<file path="src/rtl/game_round_ctrl.sv">
// game_round_ctrl: round sequencer for the BST mini game.
// Issues a question per round, judges one Same/Diff key press against is_correct, shows the
// result for a fixed hold time and keeps score. Keys are raw, low-active and asynchronous.
// Optional feature: define GRC_DEBOUNCE_EN to add a per-key debounce filter after the
// synchroniser. Without it, every synchronised falling edge is a press.
module game_round_ctrl #(
  parameter int unsigned ROUNDS       = 8,
  parameter int unsigned TIMEOUT_CYC  = 250_000_000,
  parameter int unsigned RESULT_CYC   = 50_000_000,
  parameter int unsigned DEBOUNCE_CYC = 1_000_000
) (
  input  logic       clk,
  input  logic       rst_n,
  input  logic       enable,
  input  logic       q_valid,
  input  logic       is_correct,
  input  logic       key_same_n,
  input  logic       key_diff_n,
  output logic       new_q,
  output logic       win,
  output logic       lose,
  output logic       timed_out,
  output logic [3:0] score,
  output logic [3:0] round,
  output logic       game_over,
  output logic [2:0] state
);

  localparam int unsigned MaxCyc = (TIMEOUT_CYC > RESULT_CYC) ? TIMEOUT_CYC : RESULT_CYC;
  localparam int unsigned TimerW = (MaxCyc > 1) ? $clog2(MaxCyc) : 1;
  localparam logic [TimerW-1:0] TimeoutLast = TimerW'(TIMEOUT_CYC - 1);
  localparam logic [TimerW-1:0] ResultLast  = TimerW'(RESULT_CYC - 1);
  localparam logic [3:0]        RoundsLast  = 4'(ROUNDS);

  // Elaboration-time parameter sanity checks
  if (ROUNDS < 1 || ROUNDS > 15) begin : g_bad_rounds
    $error("ROUNDS must be in 1..15");
  end
  if (TIMEOUT_CYC < 1 || RESULT_CYC < 1 || DEBOUNCE_CYC < 1) begin : g_bad_cycles
    $error("cycle counts must be at least 1");
  end

  typedef enum logic [2:0] {
    StIdle   = 3'd0,
    StIssue  = 3'd1,
    StWait   = 3'd2,
    StResult = 3'd3,
    StDone   = 3'd4
  } state_e;

  state_e            state_q, state_d;
  logic [3:0]        score_q, score_d;
  logic [3:0]        round_q, round_d;
  logic              win_q, win_d;
  logic              lose_q, lose_d;
  logic              timed_out_q, timed_out_d;
  logic [TimerW-1:0] timer_q, timer_d;

  // Key path, bit 0 = same, bit 1 = diff; all levels are low-active
  logic [1:0] key_raw;
  logic [1:0] sync1_q, sync2_q;
  logic [1:0] key_lvl;
  logic [1:0] prev_q;
  logic [1:0] press;

  assign key_raw = {key_diff_n, key_same_n};

  // Two-flop synchroniser, plus the previous filtered level for edge detection
  always_ff @(posedge clk or negedge rst_n) begin
    if (!rst_n) begin
      sync1_q <= '0;
      sync2_q <= '0;
      prev_q  <= '0;
    end else begin
      sync1_q <= key_raw;
      sync2_q <= sync1_q;
      prev_q  <= key_lvl;
    end
  end

`ifdef GRC_DEBOUNCE_EN
  localparam int unsigned DebW = (DEBOUNCE_CYC > 1) ? $clog2(DEBOUNCE_CYC) : 1;
  localparam logic [DebW-1:0] DebLast = DebW'(DEBOUNCE_CYC - 1);

  logic [1:0][DebW-1:0] deb_cnt_q, deb_cnt_d;
  logic [1:0]           deb_lvl_q, deb_lvl_d;

  // Debounce: a new level must persist DEBOUNCE_CYC consecutive cycles to be accepted
  always_comb begin
    deb_cnt_d = '0;
    deb_lvl_d = deb_lvl_q;
    for (int k = 0; k < 2; k++) begin
      if (sync2_q[k] != deb_lvl_q[k]) begin
        if (deb_cnt_q[k] == DebLast) begin
          deb_lvl_d[k] = sync2_q[k];
        end else begin
          deb_cnt_d[k] = deb_cnt_q[k] + DebW'(1);
        end
      end
    end
  end

  // Debounce state registers
  always_ff @(posedge clk or negedge rst_n) begin
    if (!rst_n) begin
      deb_cnt_q <= '0;
      deb_lvl_q <= '0;
    end else begin
      deb_cnt_q <= deb_cnt_d;
      deb_lvl_q <= deb_lvl_d;
    end
  end

  assign key_lvl = deb_lvl_q;
`else
  assign key_lvl = sync2_q;
`endif

  // A press is a falling edge of the filtered low-active level
  assign press = prev_q & ~key_lvl;

  logic one_press;
  logic answer_ok;
  logic result_end;

  // Simultaneous presses cancel; presses only count while the question is valid
  assign one_press  = q_valid & (press[0] ^ press[1]);
  assign answer_ok  = press[0] ? is_correct : ~is_correct;
  assign result_end = (timer_q == ResultLast);

  // FSM state register
  always_ff @(posedge clk or negedge rst_n) begin
    if (!rst_n) begin
      state_q <= StIdle;
    end else begin
      state_q <= state_d;
    end
  end

  // FSM next state; enable low aborts to IDLE from anywhere
  always_comb begin
    state_d = state_q;
    unique case (state_q)
      StIdle:   if (q_valid) state_d = StIssue;
      StIssue:  state_d = StWait;
      StWait: begin
        if (one_press || (q_valid && timer_q == TimeoutLast)) state_d = StResult;
      end
      StResult: begin
        if (result_end) state_d = (round_q == RoundsLast) ? StDone : StIssue;
      end
      StDone:   state_d = StDone;
      default:  state_d = StIdle;
    endcase
    if (!enable) state_d = StIdle;
  end

  // Round datapath next state: score, round, result flags and the shared timer
  always_comb begin
    score_d     = score_q;
    round_d     = round_q;
    win_d       = win_q;
    lose_d      = lose_q;
    timed_out_d = timed_out_q;
    timer_d     = timer_q;
    unique case (state_q)
      StIssue: begin
        round_d = round_q + 4'd1;
        timer_d = '0;
      end
      StWait: begin
        if (one_press) begin
          timer_d = '0;
          if (answer_ok) begin
            score_d = score_q + 4'd1;
            win_d   = 1'b1;
          end else begin
            lose_d  = 1'b1;
          end
        end else if (q_valid) begin
          if (timer_q == TimeoutLast) begin
            timer_d     = '0;
            lose_d      = 1'b1;
            timed_out_d = 1'b1;
          end else begin
            timer_d = timer_q + TimerW'(1);
          end
        end
      end
      StResult: begin
        if (result_end) begin
          timer_d     = '0;
          win_d       = 1'b0;
          lose_d      = 1'b0;
          timed_out_d = 1'b0;
        end else begin
          timer_d = timer_q + TimerW'(1);
        end
      end
      default: ;
    endcase
    if (!enable) begin
      score_d     = '0;
      round_d     = '0;
      win_d       = 1'b0;
      lose_d      = 1'b0;
      timed_out_d = 1'b0;
      timer_d     = '0;
    end
  end

  // Round datapath registers
  always_ff @(posedge clk or negedge rst_n) begin
    if (!rst_n) begin
      score_q     <= '0;
      round_q     <= '0;
      win_q       <= 1'b0;
      lose_q      <= 1'b0;
      timed_out_q <= 1'b0;
      timer_q     <= '0;
    end else begin
      score_q     <= score_d;
      round_q     <= round_d;
      win_q       <= win_d;
      lose_q      <= lose_d;
      timed_out_q <= timed_out_d;
      timer_q     <= timer_d;
    end
  end

  // FSM outputs decoded from the current state
  always_comb begin
    new_q     = (state_q == StIssue);
    game_over = (state_q == StDone);
    state     = state_q;
  end

  assign win       = win_q;
  assign lose      = lose_q;
  assign timed_out = timed_out_q;
  assign score     = score_q;
  assign round     = round_q;

endmodule

</file>
<file path="config.mk">
export PLATFORM = sky130hd
export DESIGN_NAME = game_round_ctrl
export DESIGN_NICKNAME = d
export VERILOG_FILES = /design/src/rtl/game_round_ctrl.sv
export SDC_FILE = /design/constraint.sdc
export NUM_CORES = 1
export LEC_CHECK = 0
export CAP_MARGIN = 20
export CORE_AREA = 2 2 87 89
export CTS_BUF_LIST = sky130_fd_sc_hd__clkbuf_4
export DETAILED_ROUTE_END_ITERATION = 6
export DIE_AREA = 0 0 89 91
export PLACE_DENSITY_LB_ADDON = 0.12
export SLEW_MARGIN = 15
export SYNTH_ARGS = -nofsm -noshare
export SYNTH_HDL_FRONTEND = slang
export SYNTH_SLANG_ARGS = --single-unit
</file>
<file path="constraint.sdc">
create_clock -name clk -period 5.2 [get_ports clk]
set_input_delay 1.04 -clock clk [delete_from_list [all_inputs] [get_ports clk]]
set_output_delay 1.04 -clock clk [all_outputs]
set_load 0.05 [all_outputs]
</file>
==> run summary, run 1 <==
Placeable Area: 7140 um2
R2R cell count: 7
Reg2reg setup slack: 2.61 ns
Cell area after synthesis: 2610 um2
# resized after CTS: 0
Synthesized area per cell: 9.52 um2
Run status: complete, no violations
Die extent in y: 91 um
Yosys cell types: 56
RR Startpoint: timer_q[0]
Post-route ant nets: 0
Hold Crit Start: sync1_q[0]
Max incr delay on CP: 0.93 ns
GRT Total Usage: 14.9%
Worst-path clk slew: 0.13 ns
Peak Freq: 0.279 GHz
Vias/cell: 5.10
P&R area growth vs syn: 14.8%
Slew margin rel.: 48.9%
DRT Pass-1 Iters: 4
Leakage: 1.20 nW
Total I/O pin count: 23
GP Congestion: 0.758
Hold/Removal Path Class: flip-flop to flip-flop
Yosys reg bits: 48
# rows: 31
Sink Count: 48
First-pass GRT wire length: 9.61 mm
Cts hold-fix bufs: 0
Setup violators final: 0
Routed wire length: 5.47 mm
Commonest non-fill, non-tap cell in the layout: dfrtp_1
Share of cells above drive strength 1: 8.42%
Critical Path AT: 2.54 ns
R2R Path End: timer_q[9]
Area after DPL: 2900 um2
CTS root buffer: clkbuf_4
RSZ-0062 raised after global routing: no
Final Cell Area: 2990 um2
Initial antenna violation count: 0
Die area: 8100 um2
Peak VDD IR: 0.000105 V
Yosys warning count: 0
Final WS setup: 1.62 ns
H-tree levels: 2
CTS Buf Count: 5
Cell Chain, Critical Path: nor3b_1 > clkdlybuf4s50_1
DR vias: 2018
Final nets: 308
Post-Synthesis Cells: 274
Max-slew violation count: 0
Residual DRC count: 0
DRT iter0 DRCs: 103
Largest net degree at the start of global routing: 49
Final hold vios: 0
Worst Clk Skew: 0.00810 ns
Most frequent cells in the layout: 48 x dfrtp_1, 30 x nor2_1, 29 x nand2_1
Pwr Density: 270 nW/um2
Die width: 89 um
Vias in the first global route: 2015
Post-synth EDFFs: 0
Diode count: 0
Initial Util: 36.5%
Pre-CTS setup slack: 1.88 ns
WP data required: 4.16 ns
Syn_nets: 285
Routed WL per cell: 13.8 um
Ys async rst share: 100%
GRT overflow: 0
Clock latency on the worst-skew pair: 0.36 ns
WS Path Type: flip-flop to output pin
Synth Flop Type: dfrtp_1
Hold Path Sink: key_lvl[0]
I/O Buffers: 22
Hold Path Stages: 0
Max capacitance violation total: 0
Slowest cell on crit path: clkdlybuf4s50_1
Max FO, Critical Path: 14
Filler cells: 722
Nature of the critical path startpoint: flip-flop
CTS tree: yes
Seq/Total Area, Yosys: 46.1%
DPL Wire Length: 3.83 mm
Period utilization: 68.9%
Final Critical Period: 3.58 ns
Tightest Pin Transition: 0.759 ns
CP Capture Type: output pin
Setup Buffers After CTS: 0
Setup TNS: 0 ns
Clock Path Buffers: 2
## worst max path at each step
stage	slack (ns)	cells past startpoint	startpoint	endpoint
3_3_place_gp	1.94	6	enable	timer_q[9]
6_report	1.62	2	state[0]	new_q
5_1_grt	1.37	2	state[0]	new_q
2_1_floorplan	1.68	2	state[0]	new_q
4_1_cts	1.59	2	state[0]	new_q
3_5_place_dp	1.88	6	enable	timer_q[9]
## Yosys cell counts (4+ instances only)
library cell | n | area, um2
dfrtp_1 | 48 | 1200
nor2_1 | 30 | 113
nand2_1 | 29 | 109
xnor2_1 | 21 | 184
nand3_1 | 14 | 70.1
nand4_1 | 10 | 62.6
o21ai_0 | 10 | 50.1
a21oi_1 | 9 | 45.0
nor2_2 | 8 | 50.1
nor3_1 | 8 | 40.0
and2_1 | 7 | 43.8
nor2b_1 | 7 | 43.8
inv_1 | 6 | 22.5
a21o_1 | 4 | 30.0
a22o_1 | 4 | 35.0
ha_1 | 4 | 50.1
## where the power goes
| group | switching (mW) | internal, mW |
|---|---|---|
| registers | 0.0144 | 0.384 |
| logic | 0.0963 | 0.0496 |
| clock network | 0.116 | 0.147 |
| total | 0.226 | 0.581 |
## worst max-delay path: cells and delay by family, from the launching register on
| family | cells | cell delay (ns) |
|---|---|---|
| buf+inv | 1 | 0.93 |
| flops | 1 | 0.61 |
| simple gates | 1 | 0.64 |
## cell families (layout without fill, tap and decap cells)
logic type	after synthesis	count (layout)	synth area share, %
AOI/OAI and AO/OA	46	46	12.9
buffers and inverters	14	37	3.41
DFF	48	48	46.1
and+or+nand+nor	138	138	27.6
xor gates and xnor gates	23	23	7.73
muxes	1	1	0.384
adders and majority gates	4	4	1.92
## per-layer routing
layer | share of wire (%) | vias to the layer above | routed length (um) | global-route usage, %
met3 | 3.8 | 4 | 209 | 3.55
li1 | - | 1010 | - | -
met1 | 49 | 964 | 2660 | 20.3
met5 | 0 | - | 0 | 0
met4 | 0.82 | 0 | 45 | 4.35
met2 | 47 | 40 | 2550 | 23.4
## stage by stage
| step | total power, mW | instances | hold slack, ns | utilization (%) |
|---|---|---|---|---|
| 2_1_floorplan | 0.520 | 274 | 0.331 | - |
| 3_3_place_gp | 0.555 | 389 | 0.334 | 40.6 |
| 3_5_place_dp | 0.555 | 389 | 0.335 | 40.6 |
| 4_1_cts | 0.823 | 396 | 0.367 | 41.9 |
| 5_1_grt | 0.857 | 396 | 0.375 | 41.9 |
| 6_report | 0.807 | 396 | 0.363 | 41.9 |
## sequential cells by signal, summed over array words and instances (netlist names)
signal     count
timer_q       28
round          4
win            1
prev_q         2
state          3
lose           1
score          4
key_lvl        2
timed_out      1
sync1_q        2
## layout make-up
| type | instances | area [um2] | area share [%] |
|---|---|---|---|
| clock inverter | 2 | 60.1 | 2.01 |
| tap | 99 | 124 | 4.14 |
| clock buffer | 5 | 37.5 | 1.25 |
| sequential | 48 | 1200 | 40.1 |
| multi-input combinational | 212 | 1320 | 44.0 |
| timing repair buffer | 24 | 230 | 7.69 |
| inverter | 6 | 22.5 | 0.753 |
(Power assumes the default switching activity.)
==> run 2, diff against run 1 <==
==> constraint.sdc (replaced) <==
create_clock -name clk -period 3.3 [get_ports clk]
set_input_delay 0.66 -clock clk [delete_from_list [all_inputs] [get_ports clk]]
set_output_delay 0.66 -clock clk [all_outputs]
set_load 0.05 [all_outputs]
==> run 2 against run 1 <==
Highest routed layer unchanged. Sequential cell count unchanged. Global-route usage grew 0.32 points. Design area down 0.63%. Sequential share of layout area increased by 0.25 points. Hold slack got worse by 0.10 ns. Total power rose by 42%. Cell count up 1.0%. Via count increased by 0.40%. Combinational power grew 61%. Clock power up 8.4%. Clock-buffer cell count unchanged. Clock skew increased by 0.0071 ns.
==> run summary, run 2 (synthesis results as in run 1) <==
CP delay by family, top: buffers and inverters
Share of cells above drive strength 1: 9.30% (+0.88 points)
# resized after CTS: 0 (unchanged)
Final hold vios: 0 (unchanged)
GRT Total Usage: 15.2% (+0.32 points)
Final nets: 311 (+0.97%)
Cts hold-fix bufs: 0 (unchanged)
Die area: 8100 um2 (unchanged)
Clock latency on the worst-skew pair: 0.37 ns (about the same)
Die width: 89 um (unchanged)
Final Critical Period: 2.92 ns
Design Power: 1.15 mW (+42%)
Reg2reg setup slack: 0.74 ns (-1.87 ns)
Initial Util: 36.5% (unchanged)
Hold/Removal Path Class: input pin to asynchronous set/reset pin
H-tree levels: 2 (unchanged)
Vias/cell: 5.07 (-0.61%)
Period utilization: 88.5%
CTS Buf Count: 5 (unchanged)
Max reg flops: 28 (unchanged)
DRT Pass-1 Iters: 4 (unchanged)
Setup violators final: 0 (unchanged)
Max capacitance violation total: 0 (unchanged)
Most frequent cells in the layout: 48 x dfrtp_1, 30 x nor2_1, 29 x nand2_1
Worst-path clk slew: 0.15 ns (+0.02 ns)
Placeable Area: 7140 um2 (unchanged)
Slowest cell on crit path: clkdlybuf4s50_1
R2R Path End: timer_q[9]
Setup TNS: 0 ns (unchanged)
Max-slew violation count: 0 (unchanged)
RSZ-0062 raised after global routing: no
P&R area growth vs syn: 14.1%
Max incr delay on CP: 0.80 ns (-0.13 ns)
Slew margin rel.: 52.5% (+3.5 points)
# rows: 31 (unchanged)
GRT overflow: 0 (unchanged)
Clock Path Buffers: 2 (unchanged)
Final WS setup: 0.381 ns (-1.24 ns)
Commonest non-fill, non-tap cell in the layout: dfrtp_1
Total I/O pin count: 23 (unchanged)
WS Path Type: flip-flop to output pin
CTS tree: yes
Non-Filler Instances: 400 (+1.0%)
Pre-CTS setup slack: 0.610 ns (-1.27 ns)
Peak Freq: 0.343 GHz
Worst Clk Skew: 0.0152 ns (+0.00710 ns)
Worst path depth: 3 (+1)
Tightest Pin Transition: 0.707 ns (-0.0528 ns)
GP Congestion: 0.840 (+11%)
Post-route ant nets: 0 (unchanged)
Nature of the critical path startpoint: flip-flop
Largest net degree at the start of global routing: 27 (-45%)
DPL Wire Length: 3.97 mm (+3.6%)
Critical Path AT: 2.26 ns (-0.28 ns)
Sink Count: 48 (unchanged)
Pwr Density: 386 nW/um2 (+43%)
CTS root buffer: clkbuf_4
Cell Chain, Critical Path: nor3b_1 > buf_4 > clkdlybuf4s50_1
DRT iter0 DRCs: 84 (-18%)
Post-layout util: 41.7% (-0.26 points)
WP data required: 2.64 ns (-1.52 ns)
Residual DRC count: 0 (unchanged)
Placed Cells: 392 (+0.77%)
Routed WL per cell: 13.9 um (+0.45%)
Run status: complete, no violations
Peak VDD IR: 0.000158 V (+50%)
Diode count: 0 (unchanged)
Max FO, Critical Path: 14 (unchanged)
First-pass GRT wire length: 9.72 mm (+1.2%)
RR Startpoint: timer_q[0]
R2R cell count: 7 (unchanged)
I/O Buffers: 22 (unchanged)
Worst path buffer plus inverter count: 2 (+1)
Vias in the first global route: 2002 (-0.65%)
Die extent in y: 91 um (unchanged)
CP Capture Type: output pin
Leakage: 1.19 nW (-0.97%)
Setup Buffers After CTS: 0 (unchanged)
Biggest register: timer_q
Initial antenna violation count: 0 (unchanged)
Routed wire length: 5.55 mm (+1.5%)
DR vias: 2026 (+0.40%)
## run 2: worst max-delay path by stage
stage	end	start
floorplan	round[3]	state[0]
global placement	score[3]	q_valid
detailed placement	score[3]	q_valid
CTS	new_q	state[0]
global route	new_q	state[0]
finish	new_q	state[0]
## run 2: worst register-to-register path, delay by kind of cell, from the launching register on
kind	cells	cell delay [ns]
AOI/OAI and AO/OA	2	0.50
adders and majority gates	1	0.24
DFF	1	0.43
and+or+nand+nor	4	1.29
## run 2: final cells by class
| cell class | count | area (um2) |
|---|---|---|
| Tap cell | 99 | 124 |
| Fill cell | 742 | 4160 |
| Sequential cell | 48 | 1200 |
| Multi-Input combinational cell | 212 | 1320 |
| Clock buffer | 5 | 37.5 |
| Clock inverter | 3 | 18.8 |
| Timing Repair Buffer | 27 | 253 |
| Inverter | 6 | 22.5 |
## run 2: power breakdown
group / switching (mW) / leakage [nW] / internal, mW
registers: 0.0226 / 0.651 / 0.606
logic: 0.154 / 0.510 / 0.0820
clock network: 0.204 / 0.0249 / 0.0807
total: 0.380 / 1.19 / 0.768
## run 2: metrics by stage
step	hold slack [ns]	instance area, um2
after detailed placement	0.336	2920
after global placement	0.333	2920
final	0.262	2970
after floorplan	0.331	2610
after global routing	0.264	2970
after CTS	0.275	2970
## run 2: metal layers
layer | vias to the layer above | track usage, % | wire [um]
met5 | - | 0 | 0
met4 | 0 | 5.97 | 99
met3 | 9 | 3.36 | 160
met2 | 34 | 22.6 | 2570
met1 | 967 | 21.4 | 2720
li1 | 1016 | - | -
